File: config.mk
export PLATFORM = sky130hd
export DESIGN_NAME = bit_serializer
export DESIGN_NICKNAME = d
export VERILOG_FILES = /design/src/rtl/bit_serializer_pkg.sv /design/src/rtl/bit_serializer.sv
export SDC_FILE = /design/constraint.sdc
export NUM_CORES = 1
export LEC_CHECK = 0
export BUFFER_PORTS_ARGS = -buffer_cell sky130_fd_sc_hd__buf_2
export CELL_PAD_IN_SITES_DETAIL_PLACEMENT = 1
export CELL_PAD_IN_SITES_GLOBAL_PLACEMENT = 1
export CORE_ASPECT_RATIO = 1.1
export CORE_MARGIN = 2
export CORE_UTILIZATION = 41
export CTS_CLUSTER_DIAMETER = 120
export CTS_CLUSTER_SIZE = 8
export DETAILED_ROUTE_END_ITERATION = 10
export PLACE_DENSITY = 0.87
export SLEW_MARGIN = 20
export SYNTH_ARGS = -nofsm -noshare
export SYNTH_HDL_FRONTEND = slang
export SYNTH_SLANG_ARGS = --single-unit
File: constraint.sdc
create_clock -name i_clk -period 2.8 [get_ports i_clk]
set_input_delay 0.56 -clock i_clk [delete_from_list [all_inputs] [get_ports i_clk]]
set_output_delay 0.56 -clock i_clk [all_outputs]
set_load 0.005 [all_outputs]
File: src/rtl/bit_serializer_pkg.sv
// Shared types and helpers for the bit serializer.
//   state_t   : serializer FSM states
//   GAP_CNT_W : width of the inter-frame gap counter
//   frame_len : serial frame length in bits (data bits plus optional parity bit)
package bit_serializer_pkg;

    typedef enum logic [1:0] {
        StIdle,
        StShift,
        StGap
    } state_t;

    localparam int unsigned GAP_CNT_W = 4;

    function automatic int unsigned frame_len(input int unsigned width, input bit parity_en);
        return parity_en ? width + 1 : width;
    endfunction

endpackage

File: src/rtl/bit_serializer.sv
// Parallel-to-serial stage: accepts WIDTH-bit words on a valid/ready handshake and emits them
// one bit per cycle. A one-entry holding register double-buffers the shifter so back-to-back
// words stream without bubbles.
//
// Optional build macro BIT_SERIALIZER_PARITY_EN: append an even-parity bit to every frame;
// o_last then marks the parity bit.
//
// Ports:
//   i_clk   : clock, posedge
//   i_rst   : synchronous active-high reset
//   i_valid : upstream word valid
//   i_data  : upstream word, sampled on handshake (i_valid && o_ready)
//   o_ready : holding register free
//   o_valid : serial bit valid
//   o_data  : serial bit (0 when o_valid is low)
//   o_last  : final bit of the frame
//   o_busy  : shifter, gap counter or holding register occupied
module bit_serializer
    import bit_serializer_pkg::*;
#(
    parameter int unsigned WIDTH     = 8,
    parameter bit          MSB_FIRST = 1'b0,
    parameter int unsigned GAP       = 0
) (
    input  logic             i_clk,
    input  logic             i_rst,
    input  logic             i_valid,
    input  logic [WIDTH-1:0] i_data,
    output logic             o_ready,
    output logic             o_valid,
    output logic             o_data,
    output logic             o_last,
    output logic             o_busy
);

`ifdef BIT_SERIALIZER_PARITY_EN
    localparam bit ParityEn = 1'b1;
`else
    localparam bit ParityEn = 1'b0;
`endif

    localparam int unsigned Frame = frame_len(WIDTH, ParityEn);
    localparam int unsigned CntW  = $clog2(WIDTH + 1);
    localparam logic [CntW-1:0] FrameLast = CntW'(Frame - 1);
    // Unreachable when GAP is 0; clamped to keep the constant in range.
    localparam logic [GAP_CNT_W-1:0] GapLast = GAP_CNT_W'((GAP == 0) ? 0 : GAP - 1);

    state_t                 state_q, state_d;
    logic [WIDTH-1:0]       hold_q, hold_d;
    logic                   hold_valid_q, hold_valid_d;
    logic [WIDTH-1:0]       shreg_q, shreg_d;
    logic [CntW-1:0]        bit_cnt_q, bit_cnt_d;
    logic [GAP_CNT_W-1:0]   gap_cnt_q, gap_cnt_d;
    logic                   load;
    logic                   hs;
    logic                   shift_bit;
    logic                   data_bit;

    // o_ready comes from registered state only; it stays low in the cycle the hold drains.
    assign o_ready = !hold_valid_q && !i_rst;
    assign hs      = i_valid && o_ready;

    assign shift_bit = MSB_FIRST ? shreg_q[WIDTH-1] : shreg_q[0];

    always_comb begin
        state_d   = state_q;
        shreg_d   = shreg_q;
        bit_cnt_d = bit_cnt_q;
        gap_cnt_d = gap_cnt_q;
        load      = 1'b0;

        unique case (state_q)
            StIdle: begin
                if (hold_valid_q) begin
                    load    = 1'b1;
                    state_d = StShift;
                end
            end
            StShift: begin
                if (bit_cnt_q == FrameLast) begin
                    bit_cnt_d = '0;
                    if (GAP != 0) begin
                        gap_cnt_d = '0;
                        state_d   = StGap;
                    end else if (hold_valid_q) begin
                        load = 1'b1;
                    end else begin
                        state_d = StIdle;
                    end
                end else begin
                    bit_cnt_d = bit_cnt_q + 1'b1;
                    shreg_d   = MSB_FIRST ? {shreg_q[WIDTH-2:0], 1'b0}
                                          : {1'b0, shreg_q[WIDTH-1:1]};
                end
            end
            StGap: begin
                if (gap_cnt_q == GapLast) begin
                    gap_cnt_d = '0;
                    if (hold_valid_q) begin
                        load    = 1'b1;
                        state_d = StShift;
                    end else begin
                        state_d = StIdle;
                    end
                end else begin
                    gap_cnt_d = gap_cnt_q + 1'b1;
                end
            end
            default: state_d = StIdle;
        endcase

        if (load) begin
            shreg_d   = hold_q;
            bit_cnt_d = '0;
        end
    end

    // Load and handshake never coincide: o_ready is low whenever the hold is full.
    always_comb begin
        hold_d       = hold_q;
        hold_valid_d = hold_valid_q;
        if (load) begin
            hold_valid_d = 1'b0;
        end
        if (hs) begin
            hold_d       = i_data;
            hold_valid_d = 1'b1;
        end
    end

    always_ff @(posedge i_clk) begin
        if (i_rst) begin
            state_q      <= StIdle;
            hold_q       <= '0;
            hold_valid_q <= 1'b0;
            shreg_q      <= '0;
            bit_cnt_q    <= '0;
            gap_cnt_q    <= '0;
        end else begin
            state_q      <= state_d;
            hold_q       <= hold_d;
            hold_valid_q <= hold_valid_d;
            shreg_q      <= shreg_d;
            bit_cnt_q    <= bit_cnt_d;
            gap_cnt_q    <= gap_cnt_d;
        end
    end

`ifdef BIT_SERIALIZER_PARITY_EN
    logic parity_q, parity_d;

    // Parity is captured with the word so the shifter can empty before the parity bit.
    always_comb begin
        parity_d = parity_q;
        if (load) begin
            parity_d = ^hold_q;
        end
    end

    always_ff @(posedge i_clk) begin
        if (i_rst) begin
            parity_q <= 1'b0;
        end else begin
            parity_q <= parity_d;
        end
    end

    assign data_bit = (bit_cnt_q == CntW'(WIDTH)) ? parity_q : shift_bit;
`else
    assign data_bit = shift_bit;
`endif

    assign o_valid = (state_q == StShift);
    assign o_data  = o_valid && data_bit;
    assign o_last  = o_valid && (bit_cnt_q == FrameLast);
    assign o_busy  = (state_q != StIdle) || hold_valid_q;

endmodule

* Word level (Yosys, flattened, before mapping) *
Cells that the tools add are included.
W data, S select, Z words.

operators by class
  reduce and logical (&&, ||, !) cells = 15
  $add $sub $neg = 2
  muxes and demuxes = 17
  equal/unequal tests = 8

operators with widths
  operator               count
  $mux W8                3
  $add A4 B1 Y4 const B  2
  $mux W2                4
  $mux W4                2
  $ne A2 B2 Y1 const B   4
  $mux W1                6
  $pmux W2 S3            1
  $reduce_bool A2 Y1     3
  $eq A4 B3 Y1 const B   1
  $logic_and A1 B1 Y1    4
  $logic_not A4 Y1       1
  $reduce_and A4 Y1      1
  $pmux W1 S3            1
  $eq A2 B1 Y1 const B   1
  $eq A2 B2 Y1 const B   1
  $logic_not A1 Y1       2
  $logic_not A2 Y1       1
  $ne A2 B1 Y1 const B   1
  $reduce_and A2 Y1      1
  $reduce_or A2 Y1       1
  $logic_or A1 B1 Y1     1

word-level totals
  output and inout bits = 5
  register bits after elaboration = 27
  bits of input ports = 11
  word-level logic and storage cells = 48

* Depth between registers and ports, before layout *
  depth in word-level cells = 5
  gate-level depth with buffers = 5
  gate-level depth less buffers = 4

* Worst setup path before layout *
No wires, ideal clock.

  path type = register to output
  start = register bit_cnt_q[0]
  end = output port o_last
  path buffers = 1
  arrival = 0.960 ns
  slack = 1.280 ns
  data required time = 2.240 ns
  cell stages (with the launch flop) = 5
  cell sequence = dfxtp_1 -> ha_1 -> nand3b_1 -> buf_2 -> nor2_1

on the way
  cells in the longest elaborated chain, start to end = 2

ends and longest elaborated chain
  item                    line                   text
  start, declared         bit_serializer.sv:52   logic [CntW-1:0] bit_cnt_q, bit_cnt_d;
  start signal, assigned  bit_serializer.sv:144  bit_cnt_q <= bit_cnt_d;
  $eq A4 B3 Y1            bit_serializer.sv:175  assign o_last = o_valid && (bit_cnt_q == FrameLast);
  $logic_and A1 B1 Y1     bit_serializer.sv:175
  end, declared           bit_serializer.sv:32   output logic o_last,

No other way between the ends.

* Worst setup path after layout *
Same ends and word-level chain as after synthesis.

==> results.toml <==
[status]
result_of_the_run = "finished clean"

[sta]
fmax_mhz = 437
worst_case_headroom_to_the_max_slew_limit_pct = 51.9
final_max_slew_viol_count = 0
setup_viol_count_final = 0
hold_violations = 0
finalSetupTns_ns = 0
final.setup_skew_ns = 0.00222
layout_worst_path_cycle_share_pct = 81.8
period_needed_ns = 2.29
tightestPinTransition_ns = 0.720
grt_setup_unrepaired = "no"

[synthesis]
synth_compound_gate_area_share_pct = 26.2
synth.yosys.seq_area_share_pct = 42.6
syn_avg_cell_area_sq_um = 9.00
synth_top_family_by_area = "compound AO/OA/AOI/OAI gates"
synth.net_count = 127
yosys.area.top_type_share_pct = 42.6
async_set_reset_flop_share_out_of_synthesis_pct = 0
post-synth-top-count-cell = "sky130_fd_sc_hd__dfxtp_1"
synth_commonest_cells = "sky130_fd_sc_hd__dfxtp_1 (22), sky130_fd_sc_hd__nand2_1 (18), sky130_fd_sc_hd__a21oi_1 (11)"
netlist_top_cells_area = "sky130_fd_sc_hd__dfxtp_1 (43%), sky130_fd_sc_hd__a221oi_2 (8.7%), sky130_fd_sc_hd__a211oi_2 (8.5%)"
yosys.area_share.adder_pct = 1.21
yosys.area.top_type = "sky130_fd_sc_hd__dfxtp_1"
synth_edf_count = 0
ys_seq_elements = 22
ys_types = 27
synth-simple-area-share_pct = 19.0
synth_xor_area_share_pct = 0.846
synth_area_sq_um = 1030
yosysWarnings = 0
cells_after_synthesis = 115
yosys-mux-area-fraction_pct = 0.967
ys_dominant_reg_cell = "sky130_fd_sc_hd__dfxtp_1"

[drt]
tritonroute_pass_1_iters = 4
detail_route.drc_violations = 0
drtIter0Drc = 14
vias_per_cell = 5.36
drt-wirelength-per-cell_microns = 13.4
totalWireLength_microns = 2080
drtAntennaViolNets = 0
route.vias.total = 831

[power_and_ir_drop]
power_per_cell_area_nw_per_um2 = 513
power.share.switching_pct = 26.4
power.static_leakage_nw = 0.430
portion_of_total_power_attributed_to_sequential_cells_pct = 60.8
clock_power_share_pct = 23.5
p_int_mw = 0.423
netSwitchingPower_mw = 0.152
vdd_ir_drop_max_v = 0.000170
total_power_mw = 0.575
pwr-share-comb_pct = 15.8

[hold_path]
hold-path-cell-count = 2
hp-class = "flop to flop"
timing.hold.worst.start = "hold_q[7]$_SDFFE_PP0P_"
hold-path-endpoint = "hold_q[7]$_SDFFE_PP0P_"

[grt]
grt_first_pass_wirelength_microns = 3640
groute.usage.overall_pct = 15.8
grt_max_degree = 24
globalRouteOverflowTotal = 0
grt.busiest_layer = "met2"
use_met1_pct = 19.7
vias_in_the_first_global_route = 827
global_route_track_usage_on_met3_pct = 2.39
number_of_antenna_violations_at_the_first_check_in_global_routing = 0
groute.layer.met2.usage_pct = 28.0

[worst_setup_path]
crit_fanout = 13
reg2regPathDepth = 4
endpoint_arrival_time_on_the_critical_path_ns = 1.73
crit_path_max_incr_delay_ns = 0.43
crit_chain = "ha_1 > nand3b_1 > nor2_1 > buf_2"
worst_ep_required_time_ns = 2.24
cp_slowest_cell = "sky130_fd_sc_hd__nand3b_1"
worst_r2r_startpoint = "bit_cnt_q[0]$_SDFFE_PP0P_"
critPathCaptureType = "output port"
timing.rr.end = "shreg_q[3]$_SDFFE_PP0P_"
setup_crit_start_kind = "flop"
r2r_setup_slack_ns = 0.92
worst_path_class_setup = "flop to output port"

[place]
numPortBuffers = 15
place.gp.congestion = 0.677
post_detail_place_hpwl_microns = 1450

[clock_network]
clk_root_buffer_cell = "sky130_fd_sc_hd__clkbuf_4"
ctsResizeCount = 0
cts_tree = "yes"
clk_pin_slew_worst_paths_ns = 0.11
cts.hold.buffers_added = 0
max-clock-path-buffers = 2
cts_post_setup_buffers_inserted = 0
cts_htree_levels = 1
numCtsBuffers = 3
worst_skew_pair.late_latency_ns = 0.29
cts.sinks = 22

[cells_and_area]
layout-area-overhead-vs-synth_pct = 8.34
antenna-diode-count = 0
footprint_of_the_multi_input_gates_sq_um = 499
num-fill-cells = 297
final_standard_cell_utilization_of_the_core_pct = 45.8
drive_above_1_share_pct = 26.6
combined_flip_flop_and_latch_cell_area_sq_um = 440
fin_nets = 138

[floorplan]
io_pins = 16
core-area_sq_um = 2450
floorplan.die_area_sq_um = 2940
effective_utilization_at_floorplan_pct = 42.3
die_x_microns = 51.9
floorplan.rows = 19
die_height_microns = 56.7

[run]
max_cap_violations = 0
[final cells by class]
class	count	area share, %
Multi-Input combinational cell	73	44.5
Sequential cell	22	39.3
Timing Repair Buffer	16	7.37
Tap cell	31	3.46
Inverter	10	3.35
Clock buffer	3	2.01
[critical path, delay by kind of cell, from the launching register on]
family	cells	cell delay (ns)
and+or+nand+nor	2	0.69
adders and majority gates	1	0.22
buffers and inverters	1	0.14
DFF	1	0.39
[layer usage]
metal  share of wire, %  vias up
met2                 51       12
met5                  0        -
li1                   -      410
met1                 45      407
met4               0.87        0
met3                3.1        2
[how the worst max path moves through the flow]
| stage | startpoint | endpoint | slack [ns] |
|---|---|---|---|
| after floorplan | bit_cnt_q[0]$_SDFFE_PP0P_ | o_last | 1.28 |
| after global placement | bit_cnt_q[0]$_SDFFE_PP0P_ | o_last | 0.96 |
| after detailed placement | bit_cnt_q[0]$_SDFFE_PP0P_ | o_last | 0.87 |
| after CTS | bit_cnt_q[0]$_SDFFE_PP0P_ | o_last | 0.53 |
| after global routing | bit_cnt_q[0]$_SDFFE_PP0P_ | o_last | 0.33 |
| final | bit_cnt_q[0]$_SDFFE_PP0P_ | o_last | 0.51 |
[state kept, by name, indices dropped and copies added, names as in the netlist]
signal	cells
hold_q	8
shreg_q	8
bit_cnt_q	4
hold_valid_q	1
state_q	1
[cell usage in the layout (no fill, tap or decap), types with 2 or more instances in the layout]
cell type	count
sky130_fd_sc_hd__a21oi_1	11
sky130_fd_sc_hd__inv_1	9
sky130_fd_sc_hd__nand2_1	18
sky130_fd_sc_hd__clkbuf_4	3
sky130_fd_sc_hd__dfxtp_1	22
sky130_fd_sc_hd__a221oi_2	6
sky130_fd_sc_hd__nand3b_1	2
sky130_fd_sc_hd__nor2b_1	8
sky130_fd_sc_hd__a221oi_1	2
sky130_fd_sc_hd__a211oi_2	7
sky130_fd_sc_hd__nor2_1	6
sky130_fd_sc_hd__and2_1	2
sky130_fd_sc_hd__buf_2	15
[through the flow]
| step | setup WS [ns] | cells | cell area, sq um | hold slack (ns) |
|---|---|---|---|---|
| final | 0.509 | 155 | 1120 | 0.467 |
| after global routing | 0.328 | 155 | 1120 | 0.491 |
| after CTS | 0.528 | 155 | 1120 | 0.475 |
| after detailed placement | 0.866 | 152 | 1100 | 0.453 |
| after global placement | 0.962 | 152 | 1100 | 0.446 |
| after floorplan | 1.28 | 115 | 1030 | 0.430 |
[power by group through the flow]
stage               registers [mW]  clock network, mW  logic [mW]
detailed placement           0.357                  0      0.0921
CTS                          0.350              0.140      0.0929
floorplan                    0.348                  0      0.0798
global route                 0.353              0.154       0.102
global placement             0.355                  0      0.0885
finish                       0.350              0.135      0.0906
[cells by family (layout without fill, tap and decap cells)]
group | after synthesis | in the layout
AO/OA/AOI/OAI | 29 | 29
AND/OR/NAND/NOR | 41 | 41
multiplexers | 1 | 1
adder cells (fa/ha/maj) | 1 | 1
XOR/XNOR | 1 | 1
flip-flops | 22 | 22
buffers and inverters | 20 | 29
Note: power is estimated with default switching activity, not from simulation.
